`src/rtl/ps2_rx_ctrl_if.sv`:
```
`default_nettype none
`timescale 1ns/1ps
// ============================================================================
//  Module   : ps2_rx_ctrl_if
//  Purpose  : PS/2 pin pair plus decoded-byte / error-pulse bundle.
//  Revision : 1.0  initial release
// ============================================================================
interface ps2_rx_ctrl_if;
    logic       kb_clk;
    logic       kb_data;
    logic [7:0] scan_code;
    logic       scan_valid;
    logic       parity_err;
    logic       frame_err;
    logic       timeout_err;
    logic       busy;

    // master: keyboard pins and result consumer; slave: the receive controller
    modport master (
        output kb_clk, kb_data,
        input  scan_code, scan_valid, parity_err, frame_err, timeout_err, busy
    );
    modport slave (
        input  kb_clk, kb_data,
        output scan_code, scan_valid, parity_err, frame_err, timeout_err, busy
    );
endinterface
`default_nettype wire

```
`src/rtl/ps2_rx_ctrl.sv`:
```
`default_nettype none
`timescale 1ns/1ps
// ============================================================================
//  Module   : ps2_rx_ctrl
//  Purpose  : PS/2 keyboard frame receiver with parity/stop/timeout checking.
//  Revision : 1.0  initial release
// ============================================================================
module ps2_rx_ctrl #(
    parameter int TIMEOUT_CYCLES = 20000
) (
    input  wire logic        clk,
    input  wire logic        rst,
    ps2_rx_ctrl_if.slave     if_ps2
);

    localparam int                c_TO_W    = $clog2(TIMEOUT_CYCLES);
    localparam logic [c_TO_W-1:0] c_TO_LAST = c_TO_W'(TIMEOUT_CYCLES - 1);
    localparam logic [c_TO_W-1:0] c_TO_ONE  = c_TO_W'(1);

    localparam logic [1:0] c_ST_IDLE   = 2'd0;
    localparam logic [1:0] c_ST_DATA   = 2'd1;
    localparam logic [1:0] c_ST_PARITY = 2'd2;
    localparam logic [1:0] c_ST_STOP   = 2'd3;

    logic              r_clk_s1;
    logic              r_clk_s2;
    logic              r_clk_prev;
    logic              r_dat_s1;
    logic              r_dat_s2;
    logic [1:0]        r_state;
    logic [2:0]        r_bit_cnt;
    logic [7:0]        r_shift;
    logic              r_par;
    logic [c_TO_W-1:0] r_to_cnt;
    logic [7:0]        r_scan_code;
    logic              r_scan_valid;
    logic              r_parity_err;
    logic              r_frame_err;
    logic              r_timeout_err;

    logic w_fall;
    logic w_timeout;
    logic w_ok_par;
    logic w_ok_stop;

    assign w_fall    = r_clk_prev & ~r_clk_s2;
    assign w_timeout = (r_state != c_ST_IDLE) && (r_to_cnt == c_TO_LAST);
    assign w_ok_par  = ^{r_shift, r_par};
    assign w_ok_stop = r_dat_s2;

    always_ff @(posedge clk) begin
        if (!rst) begin
            r_clk_s1      <= 1'b1;
            r_clk_s2      <= 1'b1;
            r_clk_prev    <= 1'b1;
            r_dat_s1      <= 1'b1;
            r_dat_s2      <= 1'b1;
            r_state       <= c_ST_IDLE;
            r_bit_cnt     <= 3'd0;
            r_shift       <= 8'h00;
            r_par         <= 1'b0;
            r_to_cnt      <= '0;
            r_scan_code   <= 8'h00;
            r_scan_valid  <= 1'b0;
            r_parity_err  <= 1'b0;
            r_frame_err   <= 1'b0;
            r_timeout_err <= 1'b0;
        end else begin
            r_clk_s1      <= if_ps2.kb_clk;
            r_clk_s2      <= r_clk_s1;
            r_clk_prev    <= r_clk_s2;
            r_dat_s1      <= if_ps2.kb_data;
            r_dat_s2      <= r_dat_s1;
            r_scan_valid  <= 1'b0;
            r_parity_err  <= 1'b0;
            r_frame_err   <= 1'b0;
            r_timeout_err <= 1'b0;

            if ((r_state == c_ST_IDLE) || w_fall) begin
                r_to_cnt <= '0;
            end else begin
                r_to_cnt <= r_to_cnt + c_TO_ONE;
            end

            // A timeout takes priority; a coincident edge is deliberately dropped.
            if (w_timeout) begin
                r_state       <= c_ST_IDLE;
                r_timeout_err <= 1'b1;
            end else if (w_fall) begin
                case (r_state)
                    c_ST_IDLE: begin
                        if (!r_dat_s2) begin
                            r_state   <= c_ST_DATA;
                            r_bit_cnt <= 3'd0;
                        end
                    end
                    c_ST_DATA: begin
                        r_shift   <= {r_dat_s2, r_shift[7:1]};
                        r_bit_cnt <= r_bit_cnt + 3'd1;
                        if (r_bit_cnt == 3'd7) begin
                            r_state <= c_ST_PARITY;
                        end
                    end
                    c_ST_PARITY: begin
                        r_par   <= r_dat_s2;
                        r_state <= c_ST_STOP;
                    end
                    default: begin
                        r_state <= c_ST_IDLE;
                        if (w_ok_par && w_ok_stop) begin
                            r_scan_code  <= r_shift;
                            r_scan_valid <= 1'b1;
                        end
                        r_parity_err <= ~w_ok_par;
                        r_frame_err  <= ~w_ok_stop;
                    end
                endcase
            end
        end
    end

    assign if_ps2.scan_code   = r_scan_code;
    assign if_ps2.scan_valid  = r_scan_valid;
    assign if_ps2.parity_err  = r_parity_err;
    assign if_ps2.frame_err   = r_frame_err;
    assign if_ps2.timeout_err = r_timeout_err;
    assign if_ps2.busy        = (r_state != c_ST_IDLE);

endmodule
`default_nettype wire

```
`src/flat_wrapper.sv`:
```
// flat-port wrapper written by rule: the top's interface ports become plain ports
module ps2_rx_ctrl_flat 
#(
    parameter int TIMEOUT_CYCLES = 20000
)
  (clk, rst, if_ps2_kb_clk, if_ps2_kb_data, if_ps2_scan_code, if_ps2_scan_valid, if_ps2_parity_err, if_ps2_frame_err, if_ps2_timeout_err, if_ps2_busy);
  ps2_rx_ctrl_if if_ps2_i ();
  input  wire logic clk;
  input  wire logic rst;
  input wire logic [$bits(if_ps2_i.kb_clk)-1:0] if_ps2_kb_clk;
  input wire logic [$bits(if_ps2_i.kb_data)-1:0] if_ps2_kb_data;
  output wire logic [$bits(if_ps2_i.scan_code)-1:0] if_ps2_scan_code;
  output wire logic [$bits(if_ps2_i.scan_valid)-1:0] if_ps2_scan_valid;
  output wire logic [$bits(if_ps2_i.parity_err)-1:0] if_ps2_parity_err;
  output wire logic [$bits(if_ps2_i.frame_err)-1:0] if_ps2_frame_err;
  output wire logic [$bits(if_ps2_i.timeout_err)-1:0] if_ps2_timeout_err;
  output wire logic [$bits(if_ps2_i.busy)-1:0] if_ps2_busy;
  assign if_ps2_i.kb_clk = if_ps2_kb_clk;
  assign if_ps2_i.kb_data = if_ps2_kb_data;
  assign if_ps2_scan_code = if_ps2_i.scan_code;
  assign if_ps2_scan_valid = if_ps2_i.scan_valid;
  assign if_ps2_parity_err = if_ps2_i.parity_err;
  assign if_ps2_frame_err = if_ps2_i.frame_err;
  assign if_ps2_timeout_err = if_ps2_i.timeout_err;
  assign if_ps2_busy = if_ps2_i.busy;
  ps2_rx_ctrl #(.TIMEOUT_CYCLES(TIMEOUT_CYCLES)) u_core (.clk(clk), .rst(rst), .if_ps2(if_ps2_i));
endmodule
```
`config.mk`:
```
export PLATFORM = sky130hd
export DESIGN_NAME = ps2_rx_ctrl_flat
export DESIGN_NICKNAME = d
export VERILOG_FILES = /design/src/rtl/ps2_rx_ctrl_if.sv /design/src/rtl/ps2_rx_ctrl.sv /design/src/flat_wrapper.sv
export SDC_FILE = /design/constraint.sdc
export NUM_CORES = 1
export LEC_CHECK = 0
export CAP_MARGIN = 10
export CORE_AREA = 2 2 71 79
export CTS_CLUSTER_SIZE = 40
export DETAILED_ROUTE_END_ITERATION = 7
export DIE_AREA = 0 0 73 81
export SLEW_MARGIN = 20
export SYNTH_ARGS = -nofsm -noshare
export SYNTH_HDL_FRONTEND = slang
export SYNTH_SLANG_ARGS = --single-unit
export TNS_END_PERCENT = 5
```
`constraint.sdc`:
```
create_clock -name clk -period 5.7 [get_ports clk]
set_clock_uncertainty 0.2 [all_clocks]
set_input_delay 1.14 -clock clk [delete_from_list [all_inputs] [get_ports clk]]
set_output_delay 1.14 -clock clk [all_outputs]
set_load 0.01 [all_outputs]
```
==> flow_summary.html, run 1 <==
<table>
<tr><th>Metric</th><th>Value</th></tr>
<tr><th colspan="2">Timing</th></tr>
<tr><td>Final critical-path share of the clock period</td><td>0.522</td></tr>
<tr><td>Final Max Tran Viols</td><td>0</td></tr>
<tr><td>Max-slew headroom</td><td>0.655</td></tr>
<tr><td>Final hold vios</td><td>0</td></tr>
<tr><td>Fmax</td><td>336 MHz</td></tr>
<tr><td>Shortest period the worst path allows</td><td>2.98 ns</td></tr>
<tr><td>Aggregate negative setup slack</td><td>0 ns</td></tr>
<tr><td>Worst-Margin Slew</td><td>0.516 ns</td></tr>
<tr><td>Total setup violations reported at the end of the flow</td><td>0</td></tr>
<tr><td>Unrepaired setup endpoints after global routing</td><td>false</td></tr>
<tr><td>Fin Hold WS</td><td>0.211 ns</td></tr>
<tr><th colspan="2">Setup path</th></tr>
<tr><td>Crit Reg-Reg Endpoint</td><td>u_core.r_shift[3]</td></tr>
<tr><td>Worst reg2reg setup slack</td><td>3.37 ns</td></tr>
<tr><td>R2r worst-path depth</td><td>6</td></tr>
<tr><td>Kind of critical path</td><td>flop to output port</td></tr>
<tr><td>Arrival time reported for the critical path endpoint</td><td>1.64 ns</td></tr>
<tr><td>Startpoint Class</td><td>flop</td></tr>
<tr><td>Endpoint class of the critical path</td><td>output port</td></tr>
<tr><td>Startpoint of the worst-slack reg-to-reg timing path</td><td>u_core.r_to_cnt[0]</td></tr>
<tr><td>Worst path required time</td><td>4.36 ns</td></tr>
<tr><td>Crit Path Max Fanout</td><td>4</td></tr>
<tr><th colspan="2">Clock tree</th></tr>
<tr><td>TritonCTS clock tree</td><td>yes</td></tr>
<tr><td>Maximum count of clock buffers along a single path</td><td>2</td></tr>
<tr><td>Number of buffers created by CTS</td><td>5</td></tr>
<tr><td>H-tree depth</td><td>2</td></tr>
<tr><td>Post-CTS setup-driven buffer insertion count</td><td>0</td></tr>
<tr><td>Sinks on the clock net</td><td>46</td></tr>
<tr><td>Reg clk slew, reported paths</td><td>0.08 ns</td></tr>
<tr><td>Clock network latency to the later pin of the worst-skew pair</td><td>0.29 ns</td></tr>
<tr><td>Root buffer cell</td><td>clkbuf_8</td></tr>
<tr><td>Hold-fix buffers, CTS</td><td>0</td></tr>
<tr><td>Post_cts resized</td><td>0</td></tr>
<tr><th colspan="2">Synth</th></tr>
<tr><td>Share of synthesized flip-flops with an asynchronous set or reset</td><td>0</td></tr>
<tr><td>Count leader, synth</td><td>dfxtp_1</td></tr>
<tr><td>Number of library cell types mapped by synthesis</td><td>34</td></tr>
<tr><td>Ranking of synthesized cells by area</td><td>dfxtp_1, mux2i_1, nand2_1</td></tr>
<tr><td>Net Count, Synth</td><td>223</td></tr>
<tr><td>Post-synthesis cell type with the largest combined area</td><td>dfxtp_1</td></tr>
<tr><td>Ranking of synthesized cells by instance count</td><td>dfxtp_1, nand2_1, nor2_1</td></tr>
<tr><td>Prevailing post-synth register cell</td><td>dfxtp_1</td></tr>
<tr><td>Post-Synthesis Cells</td><td>212</td></tr>
<tr><td>Synth Cell Area</td><td>0.00198 mm2</td></tr>
<tr><td>Share of the synthesized area in the top cell type</td><td>0.464</td></tr>
<tr><td>Count of state elements after synthesis</td><td>46</td></tr>
<tr><td>Proportion of synthesized chip area in sequential cells</td><td>0.464</td></tr>
<tr><td>Number of enable-type register cells in the synthesized netlist</td><td>0</td></tr>
<tr><td>Yosys warning count</td><td>0</td></tr>
<tr><td>Average cell area after synthesis</td><td>9.36 um2</td></tr>
<tr><th colspan="2">Power and ir drop</th></tr>
<tr><td>Pwr/cell area</td><td>248 mW/mm2</td></tr>
<tr><td>Part of the power in registers</td><td>0.570</td></tr>
<tr><td>Clock network power share</td><td>0.411</td></tr>
<tr><td>NetSw</td><td>0.111 mW</td></tr>
<tr><td>Standby leakage power</td><td>0.854 nW</td></tr>
<tr><td>Switching power as a share of total power</td><td>0.195</td></tr>
<tr><td>Worst vdd ir</td><td>0.195 mV</td></tr>
<tr><td>Combinational power share</td><td>0.019</td></tr>
<tr><td>Design internal power</td><td>0.457 mW</td></tr>
<tr><th colspan="2">Global route</th></tr>
<tr><td>Total congestion overflow</td><td>0</td></tr>
<tr><td>Combined global-route utilization of all metal layers</td><td>0.120</td></tr>
<tr><td>Maximum number of pins on one net before global-route repair</td><td>37</td></tr>
<tr><td>Wire length of the first global-routing pass</td><td>5520 um</td></tr>
<tr><td>Antenna violations before repair</td><td>0</td></tr>
<tr><td>Number of global-route vias before repair</td><td>1326</td></tr>
<tr><th colspan="2">Routing</th></tr>
<tr><td>Remaining antenna violation count</td><td>0</td></tr>
<tr><td>Number of DRC markers after the initial detailed-route iteration</td><td>70</td></tr>
<tr><td>Vias</td><td>1398</td></tr>
<tr><td>Detailed-route DRC error count</td><td>0</td></tr>
<tr><td>DR WL/cell</td><td>11.1 um</td></tr>
<tr><td>Wirelength, routed</td><td>3200 um</td></tr>
<tr><td>Pre-Repair DR Iteration Count</td><td>4</td></tr>
<tr><td>Mean number of vias per cell</td><td>4.85</td></tr>
<tr><th colspan="2">Final layout</th></tr>
<tr><td>Ant. Diodes</td><td>0</td></tr>
<tr><td>Fraction of final layout cells sized beyond drive strength 1</td><td>0.0482</td></tr>
<tr><td>Count of placed standard cells in the final layout, fillers left out</td><td>288</td></tr>
<tr><td>Final layout net count</td><td>238</td></tr>
<tr><td>Area overhead of the layout relative to synthesis</td><td>15.4%</td></tr>
<tr><td>Share of the core filled with cells in the final layout</td><td>0.439</td></tr>
<tr><th colspan="2">Floorplan</th></tr>
<tr><td>Die span in x</td><td>73 um</td></tr>
<tr><td>Standard-cell rows</td><td>28</td></tr>
<tr><td>Ports</td><td>17</td></tr>
<tr><td>Die span in y</td><td>81 um</td></tr>
<tr><td>Initial core utilization</td><td>0.380</td></tr>
<tr><td>Floorplan core area</td><td>0.00522 mm2</td></tr>
<tr><td>DIE AREA</td><td>0.00591 mm2</td></tr>
<tr><th colspan="2">Run</th></tr>
<tr><td>Max-cap violation count</td><td>0</td></tr>
<tr><th colspan="2">Worst hold path</th></tr>
<tr><td>Path type of the worst min-delay path</td><td>flop to flop</td></tr>
<tr><td>Worst Min Path Start</td><td>u_core.r_clk_s1</td></tr>
<tr><td>Number of cells on the worst hold path</td><td>1</td></tr>
<tr><td>Destination of the worst hold path</td><td>u_core.r_clk_s2</td></tr>
<tr><th colspan="2">Run status</th></tr>
<tr><td>Run status</td><td>finished, final reports clean</td></tr>
<tr><th colspan="2">Place</th></tr>
<tr><td>IO buf count</td><td>16</td></tr>
<tr><td>GP Congestion</td><td>0.715</td></tr>
<tr><td>DP Wirelength</td><td>2280 um</td></tr>
<tr><td>Cell total after placement</td><td>280</td></tr>
</table>
area by class of cell:
type | count | area, um2
clock buffer | 5 | 68.8
clock inverter | 3 | 40.0
fill | 511 | 2930
inverter | 6 | 22.5
multi-input combinational | 151 | 996
sequential | 46 | 921
tap | 60 | 75.1
timing repair buffer | 17 | 168
state kept, by name, indices dropped and copies added, names as in the netlist:
signal,cells
u_core.r_clk_prev,1
u_core.if_ps2.scan_code,8
u_core.r_clk_s2,1
u_core.r_bit_cnt,3
u_core.r_state,2
u_core.r_clk_s1,1
u_core.r_dat_s1,1
u_core.if_ps2.scan_valid,1
u_core.r_par,1
u_core.if_ps2.frame_err,1
u_core.r_dat_s2,1
u_core.if_ps2.timeout_err,1
u_core.if_ps2.parity_err,1
u_core.r_to_cnt,15
u_core.r_shift,8
cells by family after synthesis:
logic type | count (synthesis) | share of synthesized area
simple gates | 90 | 0.231
flops | 46 | 0.464
compound gates | 20 | 0.0542
mux | 18 | 0.0908
xor+xnor | 16 | 0.0813
buf+inv | 15 | 0.0341
fa+ha+maj | 7 | 0.0441
worst max path at each step:
stage | from | to
floorplan | rst | u_core.r_to_cnt[10]
global placement | rst | u_core.r_to_cnt[14]
detailed placement | rst | u_core.r_to_cnt[13]
CTS | u_core.r_state[0] | if_ps2_busy
global route | u_core.r_state[0] | if_ps2_busy
finish | u_core.r_state[0] | if_ps2_busy
metrics by stage:
stage / cell area [um2] / setup slack [ns] / power [mW]
4_1_cts: 2290 / 2.70 / 0.577
3_5_place_dp: 2180 / 2.78 / 0.342
2_1_floorplan: 1980 / 3.25 / 0.338
6_report: 2290 / 2.72 / 0.568
5_1_grt: 2290 / 2.61 / 0.594
3_3_place_gp: 2180 / 2.82 / 0.342
placed cells by master (no fill, tap or decap), types with 2 or more instances in the layout:
cell              n
clkdlybuf4s50_1  16
xor2_1            6
o21ai_0           9
a21oi_1           8
nor2b_1           9
mux2i_1          18
dfxtp_1          46
ha_1              7
nand2b_1          5
nor3b_1           2
nor2_1           19
a21boi_0          2
nand2_1          28
and4_1            2
nand3_1           6
clkbuf_8          5
clkinv_2          2
nor3_1            2
or3_1             4
xnor2_1           8
nand4_1           3
inv_1             6
nand3b_1          2
power by group through the flow:
stage               registers (mW)  logic, mW  clock network (mW)
global placement             0.331     0.0112                   0
finish                       0.324     0.0109               0.233
detailed placement           0.331     0.0112                   0
CTS                          0.324     0.0112               0.242
global route                 0.324     0.0122               0.258
floorplan                    0.331    0.00740                   0
routing by layer:
metal	global-route usage	vias up	routed length [um]
li1	-	733	-
met3	0.0335	4	79
met2	0.226	15	1610
met5	0	-	0
met4	0.0500	0	32
met1	0.122	646	1480
critical path, cell delays in order (launching register included):
cell and delay (ns):
dfxtp_1 0.38, inv_1 0.08, ha_1 0.24, inv_1 0.11
clkdlybuf4s50_1 0.54
Note: power is estimated with default switching activity, not from simulation.
==> inputs of run 2 (changes only) <==
- clock period: 5.7 -> 2.5 ns (I/O delays scaled with it)
==> flow_summary.html, run 2 (synthesized netlist as in run 1, its figures left out) <==
<table>
<tr><th>Metric</th><th>Value</th></tr>
<tr><th colspan="2">Timing</th></tr>
<tr><td>Unrepaired setup endpoints after global routing</td><td>false</td></tr>
<tr><td>Final critical-path share of the clock period</td><td>0.936</td></tr>
<tr><td>Shortest period the worst path allows</td><td>2.34 ns</td></tr>
<tr><td>Fmax</td><td>427 MHz</td></tr>
<tr><td>Total setup violations reported at the end of the flow</td><td>0</td></tr>
<tr><td>Final Max Tran Viols</td><td>0</td></tr>
<tr><td>Aggregate negative setup slack</td><td>0 ns</td></tr>
<tr><td>Max-slew headroom</td><td>0.668</td></tr>
<tr><td>Final hold vios</td><td>0</td></tr>
<tr><td>Worst-Margin Slew</td><td>0.498 ns</td></tr>
<tr><th colspan="2">Floorplan</th></tr>
<tr><td>Ports</td><td>17</td></tr>
<tr><td>Floorplan core area</td><td>0.00522 mm2</td></tr>
<tr><td>Die span in x</td><td>73 um</td></tr>
<tr><td>DIE AREA</td><td>0.00591 mm2</td></tr>
<tr><td>Standard-cell rows</td><td>28</td></tr>
<tr><td>Die span in y</td><td>81 um</td></tr>
<tr><td>Initial core utilization</td><td>0.380</td></tr>
<tr><th colspan="2">Setup path</th></tr>
<tr><td>Kind of critical path</td><td>flop to output port</td></tr>
<tr><td>Beginning of the critical path</td><td>u_core.r_state[1]</td></tr>
<tr><td>Crit Path Max Fanout</td><td>4</td></tr>
<tr><td>Worst reg2reg setup slack</td><td>0.25 ns</td></tr>
<tr><td>Endpoint class of the critical path</td><td>output port</td></tr>
<tr><td>Startpoint of the worst-slack reg-to-reg timing path</td><td>u_core.r_shift[2]</td></tr>
<tr><td>Startpoint Class</td><td>flop</td></tr>
<tr><td>Worst path required time</td><td>1.80 ns</td></tr>
<tr><td>Arrival time reported for the critical path endpoint</td><td>1.64 ns</td></tr>
<tr><th colspan="2">Final layout</th></tr>
<tr><td>Fraction of final layout cells sized beyond drive strength 1</td><td>0.0609</td></tr>
<tr><td>Final layout net count</td><td>240</td></tr>
<tr><td>Number of inserted filler cells in the final layout</td><td>507</td></tr>
<tr><td>Commonest cells after routing, fill and taps aside</td><td>dfxtp_1, nand2_1, nor2_1</td></tr>
<tr><td>Area overhead of the layout relative to synthesis</td><td>18.0%</td></tr>
<tr><td>Most common library cell in the layout ignoring fill and taps</td><td>dfxtp_1</td></tr>
<tr><td>Ant. Diodes</td><td>0</td></tr>
<tr><td>Most flop-heavy register</td><td>u_core.r_to_cnt</td></tr>
<tr><td>Largest register FFs</td><td>15</td></tr>
<tr><th colspan="2">Power and ir drop</th></tr>
<tr><td>Standby leakage power</td><td>0.878 nW</td></tr>
<tr><td>Total chip power</td><td>1.43 mW</td></tr>
<tr><td>Pwr/cell area</td><td>613 mW/mm2</td></tr>
<tr><td>Worst vdd ir</td><td>0.276 mV</td></tr>
<tr><th colspan="2">Global route</th></tr>
<tr><td>Antenna violations before repair</td><td>0</td></tr>
<tr><td>Number of global-route vias before repair</td><td>1307</td></tr>
<tr><td>Maximum number of pins on one net before global-route repair</td><td>36</td></tr>
<tr><td>Total congestion overflow</td><td>0</td></tr>
<tr><td>Met1 Usage GRT</td><td>0.154</td></tr>
<tr><td>Combined global-route utilization of all metal layers</td><td>0.127</td></tr>
<tr><td>Grt met3 use</td><td>0.0335</td></tr>
<tr><td>Met2 usage</td><td>0.206</td></tr>
<tr><td>Global route hottest layer</td><td>met2</td></tr>
<tr><td>Wire length of the first global-routing pass</td><td>5780 um</td></tr>
<tr><th colspan="2">Clock tree</th></tr>
<tr><td>Clock network latency to the later pin of the worst-skew pair</td><td>0.30 ns</td></tr>
<tr><td>Post-CTS setup-driven buffer insertion count</td><td>0</td></tr>
<tr><td>Reg clk slew, reported paths</td><td>0.08 ns</td></tr>
<tr><td>Maximum count of clock buffers along a single path</td><td>2</td></tr>
<tr><td>Root buffer cell</td><td>clkbuf_8</td></tr>
<tr><td>H-tree depth</td><td>2</td></tr>
<tr><td>Number of buffers created by CTS</td><td>5</td></tr>
<tr><td>TritonCTS clock tree</td><td>yes</td></tr>
<tr><td>Sinks on the clock net</td><td>46</td></tr>
<tr><th colspan="2">Routing</th></tr>
<tr><td>Number of DRC markers after the initial detailed-route iteration</td><td>51</td></tr>
<tr><td>Detailed-route DRC error count</td><td>0</td></tr>
<tr><td>DR WL/cell</td><td>11.4 um</td></tr>
<tr><td>Mean number of vias per cell</td><td>4.86</td></tr>
<tr><td>Remaining antenna violation count</td><td>0</td></tr>
<tr><td>Wirelength, routed</td><td>3310 um</td></tr>
<tr><td>Vias</td><td>1408</td></tr>
<tr><td>Pre-Repair DR Iteration Count</td><td>4</td></tr>
<tr><th colspan="2">Worst hold path</th></tr>
<tr><td>Path type of the worst min-delay path</td><td>flop to flop</td></tr>
<tr><td>Worst Min Path Start</td><td>u_core.r_clk_s1</td></tr>
<tr><th colspan="2">Run</th></tr>
<tr><td>Max-cap violation count</td><td>0</td></tr>
<tr><th colspan="2">Place</th></tr>
<tr><td>IO buf count</td><td>16</td></tr>
<tr><td>DP Wirelength</td><td>2320 um</td></tr>
<tr><td>GP Congestion</td><td>0.768</td></tr>
<tr><th colspan="2">Run status</th></tr>
<tr><td>Run status</td><td>finished, final reports clean</td></tr>
</table>
==> run 2: timing repair <==
item | 4_1_cts | 5_1_grt
hold buffers | 0 | 0
gates resized for setup | 0 | 1
endpoints found under the setup margin | 0 | 1
==> run 2: final timing paths <==
check | to | depth (start not counted)
worst max-delay path | if_ps2_busy | 4
worst min-delay path | u_core.r_clk_s2 | 1
worst max register to register | u_core.if_ps2.scan_code[2] | 5
worst min register to register | u_core.r_clk_s2 | 1
==> run 2: layout make-up <==
cell class	count	area (um2)	share of cell area
Timing Repair Buffer	19	183	0.0780
Clock inverter	2	60.1	0.0257
Sequential cell	46	922	0.394
Multi-Input combinational cell	151	996	0.425
Inverter	6	22.5	0.00962
Tap cell	60	75.1	0.0321
Clock buffer	6	82.6	0.0353
==> run 2: critical path, cell delays in order (launching register included) <==
cell	delay [ns]
dfxtp_1	0.39
inv_1	0.08
ha_1	0.22
inv_1	0.11
clkdlybuf4s50_1	0.54
==> run 2: stage by stage <==
stage / util / instances / hold slack (ns) / instance area (um2) / setup slack, ns
6_report: 0.448 / 290 / 0.212 / 2340 / 0.159
5_1_grt: 0.448 / 290 / 0.253 / 2340 / 0.0305
4_1_cts: 0.448 / 290 / 0.213 / 2340 / 0.125
3_5_place_dp: 0.421 / 282 / 0.192 / 2200 / 0.230
3_3_place_gp: 0.421 / 282 / 0.191 / 2200 / 0.292
2_1_floorplan: - / 212 / 0.186 / 1980 / 0.503
==> run 2: power by group <==
part	total, mW	switching, mW	internal (mW)
clock network	0.671	0.245	0.426
logic	0.0256	0.0134	0.0122
registers	0.738	0.00207	0.736
==> run 2: layer usage <==
| layer | vias to the layer above | part of all wire |
|---|---|---|
| li1 | 735 | - |
| met1 | 650 | 0.47 |
| met2 | 16 | 0.48 |
| met3 | 7 | 0.024 |
| met4 | 0 | 0.020 |
| met5 | - | 0 |
==> inputs of run 3 (changes only) <==
- SKIP_CTS_REPAIR_TIMING: unset -> 1
- clock period: 2.5 -> 2.4 ns (I/O delays scaled with it)
==> flow_summary.html, run 3 (synthesized netlist as in run 1, its figures left out) <==
<table>
<tr><th>Metric</th><th>Value</th></tr>
<tr><th colspan="2">Setup path</th></tr>
<tr><td>Endpoint class of the critical path</td><td>flop</td></tr>
<tr><td>Worst path required time</td><td>2.40 ns</td></tr>
<tr><td>Cell-by-cell trace of the critical path</td><td>inv_1 -&gt; ha_1 -&gt; and3b_1 -&gt; and4_1 -&gt; nand3b_1 -&gt; buf_4 -&gt; mux2i_1 -&gt; nor2b_1</td></tr>
<tr><td>Delay contributed by the slowest stage of the critical path</td><td>0.39 ns</td></tr>
<tr><td>Kind of cell with the highest combined delay on the critical path</td><td>simple AND/OR/NAND/NOR gates</td></tr>
<tr><td>Startpoint Class</td><td>flop</td></tr>
<tr><td>Worst-path cell with the longest stage delay</td><td>dfxtp_1</td></tr>
<tr><td>Arrival time reported for the critical path endpoint</td><td>2.10 ns</td></tr>
<tr><td>Crit Path Max Fanout</td><td>8</td></tr>
<tr><td>Count of buffer and inverter cells on the critical path</td><td>2</td></tr>
<tr><td>Kind of critical path</td><td>flop to flop</td></tr>
<tr><th colspan="2">Timing</th></tr>
<tr><td>Unrepaired setup endpoints after global routing</td><td>false</td></tr>
<tr><td>Total setup violations reported at the end of the flow</td><td>0</td></tr>
<tr><td>Aggregate negative setup slack</td><td>0 ns</td></tr>
<tr><td>Worst-Margin Slew</td><td>0.393 ns</td></tr>
<tr><td>Final Max Tran Viols</td><td>0</td></tr>
<tr><td>Fin Hold WS</td><td>0.218 ns</td></tr>
<tr><td>Fmax</td><td>475 MHz</td></tr>
<tr><td>Slack of the critical path</td><td>0.294 ns</td></tr>
<tr><td>Final hold vios</td><td>0</td></tr>
<tr><td>Shortest period the worst path allows</td><td>2.11 ns</td></tr>
<tr><td>Max-slew headroom</td><td>0.735</td></tr>
<tr><td>Final critical-path share of the clock period</td><td>0.878</td></tr>
<tr><th colspan="2">Final layout</th></tr>
<tr><td>Fraction of final layout cells sized beyond drive strength 1</td><td>0.0565</td></tr>
<tr><td>Number of inserted filler cells in the final layout</td><td>521</td></tr>
<tr><td>Area overhead of the layout relative to synthesis</td><td>15.2%</td></tr>
<tr><td>Most flop-heavy register</td><td>u_core.r_to_cnt</td></tr>
<tr><td>Commonest cells after routing, fill and taps aside</td><td>dfxtp_1, nand2_1, nor2_1</td></tr>
<tr><td>Ant. Diodes</td><td>0</td></tr>
<tr><td>Count of placed standard cells in the final layout, fillers left out</td><td>290</td></tr>
<tr><td>Final layout net count</td><td>241</td></tr>
<tr><td>Sequential cell area</td><td>921 um2</td></tr>
<tr><td>Largest register FFs</td><td>15</td></tr>
<tr><td>Most common library cell in the layout ignoring fill and taps</td><td>dfxtp_1</td></tr>
<tr><td>Footprint of the multi-input gates</td><td>996 um2</td></tr>
<tr><th colspan="2">Floorplan</th></tr>
<tr><td>DIE AREA</td><td>0.00591 mm2</td></tr>
<tr><td>Standard-cell rows</td><td>28</td></tr>
<tr><td>Floorplan core area</td><td>0.00522 mm2</td></tr>
<tr><td>Die span in y</td><td>81 um</td></tr>
<tr><td>Initial core utilization</td><td>0.380</td></tr>
<tr><td>Ports</td><td>17</td></tr>
<tr><td>Die span in x</td><td>73 um</td></tr>
<tr><th colspan="2">Global route</th></tr>
<tr><td>Combined global-route utilization of all metal layers</td><td>0.124</td></tr>
<tr><td>Met2 usage</td><td>0.201</td></tr>
<tr><td>Wire length of the first global-routing pass</td><td>5640 um</td></tr>
<tr><td>Number of global-route vias before repair</td><td>1307</td></tr>
<tr><td>Antenna violations before repair</td><td>0</td></tr>
<tr><td>Met1 Usage GRT</td><td>0.150</td></tr>
<tr><td>Global route hottest layer</td><td>met2</td></tr>
<tr><td>Total congestion overflow</td><td>0</td></tr>
<tr><td>Grt met3 use</td><td>0.0484</td></tr>
<tr><td>Maximum number of pins on one net before global-route repair</td><td>36</td></tr>
<tr><th colspan="2">Power and ir drop</th></tr>
<tr><td>Standby leakage power</td><td>0.873 nW</td></tr>
<tr><td>Worst vdd ir</td><td>0.400 mV</td></tr>
<tr><td>Total chip power</td><td>1.24 mW</td></tr>
<tr><td>Pwr/cell area</td><td>541 mW/mm2</td></tr>
<tr><th colspan="2">Place</th></tr>
<tr><td>DP Wirelength</td><td>2320 um</td></tr>
<tr><td>IO buf count</td><td>16</td></tr>
<tr><td>Cell total after placement</td><td>283</td></tr>
<tr><td>GP Congestion</td><td>0.751</td></tr>
<tr><td>Setup Slack @ Placement</td><td>0.305 ns</td></tr>
<tr><th colspan="2">Clock tree</th></tr>
<tr><td>H-tree depth</td><td>2</td></tr>
<tr><td>Root buffer cell</td><td>clkbuf_8</td></tr>
<tr><td>Sinks on the clock net</td><td>46</td></tr>
<tr><td>TritonCTS clock tree</td><td>yes</td></tr>
<tr><td>Maximum count of clock buffers along a single path</td><td>2</td></tr>
<tr><td>Number of buffers created by CTS</td><td>5</td></tr>
<tr><td>Reg clk slew, reported paths</td><td>0.08 ns</td></tr>
<tr><td>Clock network latency to the later pin of the worst-skew pair</td><td>0.30 ns</td></tr>
<tr><th colspan="2">Worst hold path</th></tr>
<tr><td>Path type of the worst min-delay path</td><td>flop to flop</td></tr>
<tr><th colspan="2">Routing</th></tr>
<tr><td>Mean number of vias per cell</td><td>4.80</td></tr>
<tr><td>Pre-Repair DR Iteration Count</td><td>4</td></tr>
<tr><td>Number of DRC markers after the initial detailed-route iteration</td><td>35</td></tr>
<tr><td>DR WL/cell</td><td>11.3 um</td></tr>
<tr><td>Detailed-route DRC error count</td><td>0</td></tr>
<tr><td>Wirelength, routed</td><td>3270 um</td></tr>
<tr><td>Remaining antenna violation count</td><td>0</td></tr>
<tr><td>Vias</td><td>1392</td></tr>
<tr><th colspan="2">Run status</th></tr>
<tr><td>Run status</td><td>finished, final reports clean</td></tr>
<tr><th colspan="2">Run</th></tr>
<tr><td>Max-cap violation count</td><td>0</td></tr>
</table>
run 3: worst paths after layout:
path / start / end / slack, ns / cells after the start
hold / removal: u_core.r_clk_s1 / u_core.r_clk_s2 / 0.22 / 1
hold reg to reg: u_core.r_clk_s1 / u_core.r_clk_s2 / 0.22 / 1
setup reg to reg: u_core.r_state[0] / u_core.r_shift[6] / 0.29 / 8
setup / recovery: u_core.r_state[0] / u_core.r_shift[6] / 0.29 / 8
run 3: cell type report:
cell class,count,share of cell area
clock buffer,5,0.0301
clock inverter,2,0.00438
inverter,6,0.00985
multi-input combinational,151,0.436
sequential,46,0.403
tap,60,0.0328
timing repair buffer,20,0.0843
run 3: per-stage QoR:
step / utilization / instance area (um2)
6_report: 0.438 / 2290
3_3_place_gp: 0.422 / 2200
2_1_floorplan: - / 1980
3_5_place_dp: 0.422 / 2200
5_1_grt: 0.438 / 2290
4_1_cts: 0.437 / 2280
run 3: power by group:
part	total [mW]	leakage [nW]	switching (mW)	internal (mW)
sequential	0.769	0.371	0.00216	0.766
clock	0.440	0.0438	0.245	0.196
combinational	0.0267	0.458	0.0141	0.0127
total	1.24	0.873	0.261	0.975
run 3: worst register-to-register path, stage by stage (launching register included):
cell	delay (ns)
dfxtp_1	0.39
inv_1	0.08
ha_1	0.24
and3b_1	0.21
and4_1	0.29
nand3b_1	0.13
buf_4	0.19
mux2i_1	0.21
nor2b_1	0.06
run 3: routing by layer:
metal | vias up | share of wire
met3 | 6 | 0.033
met2 | 16 | 0.47
met1 | 630 | 0.49
met4 | 0 | 0.013
met5 | - | 0
li1 | 740 | -
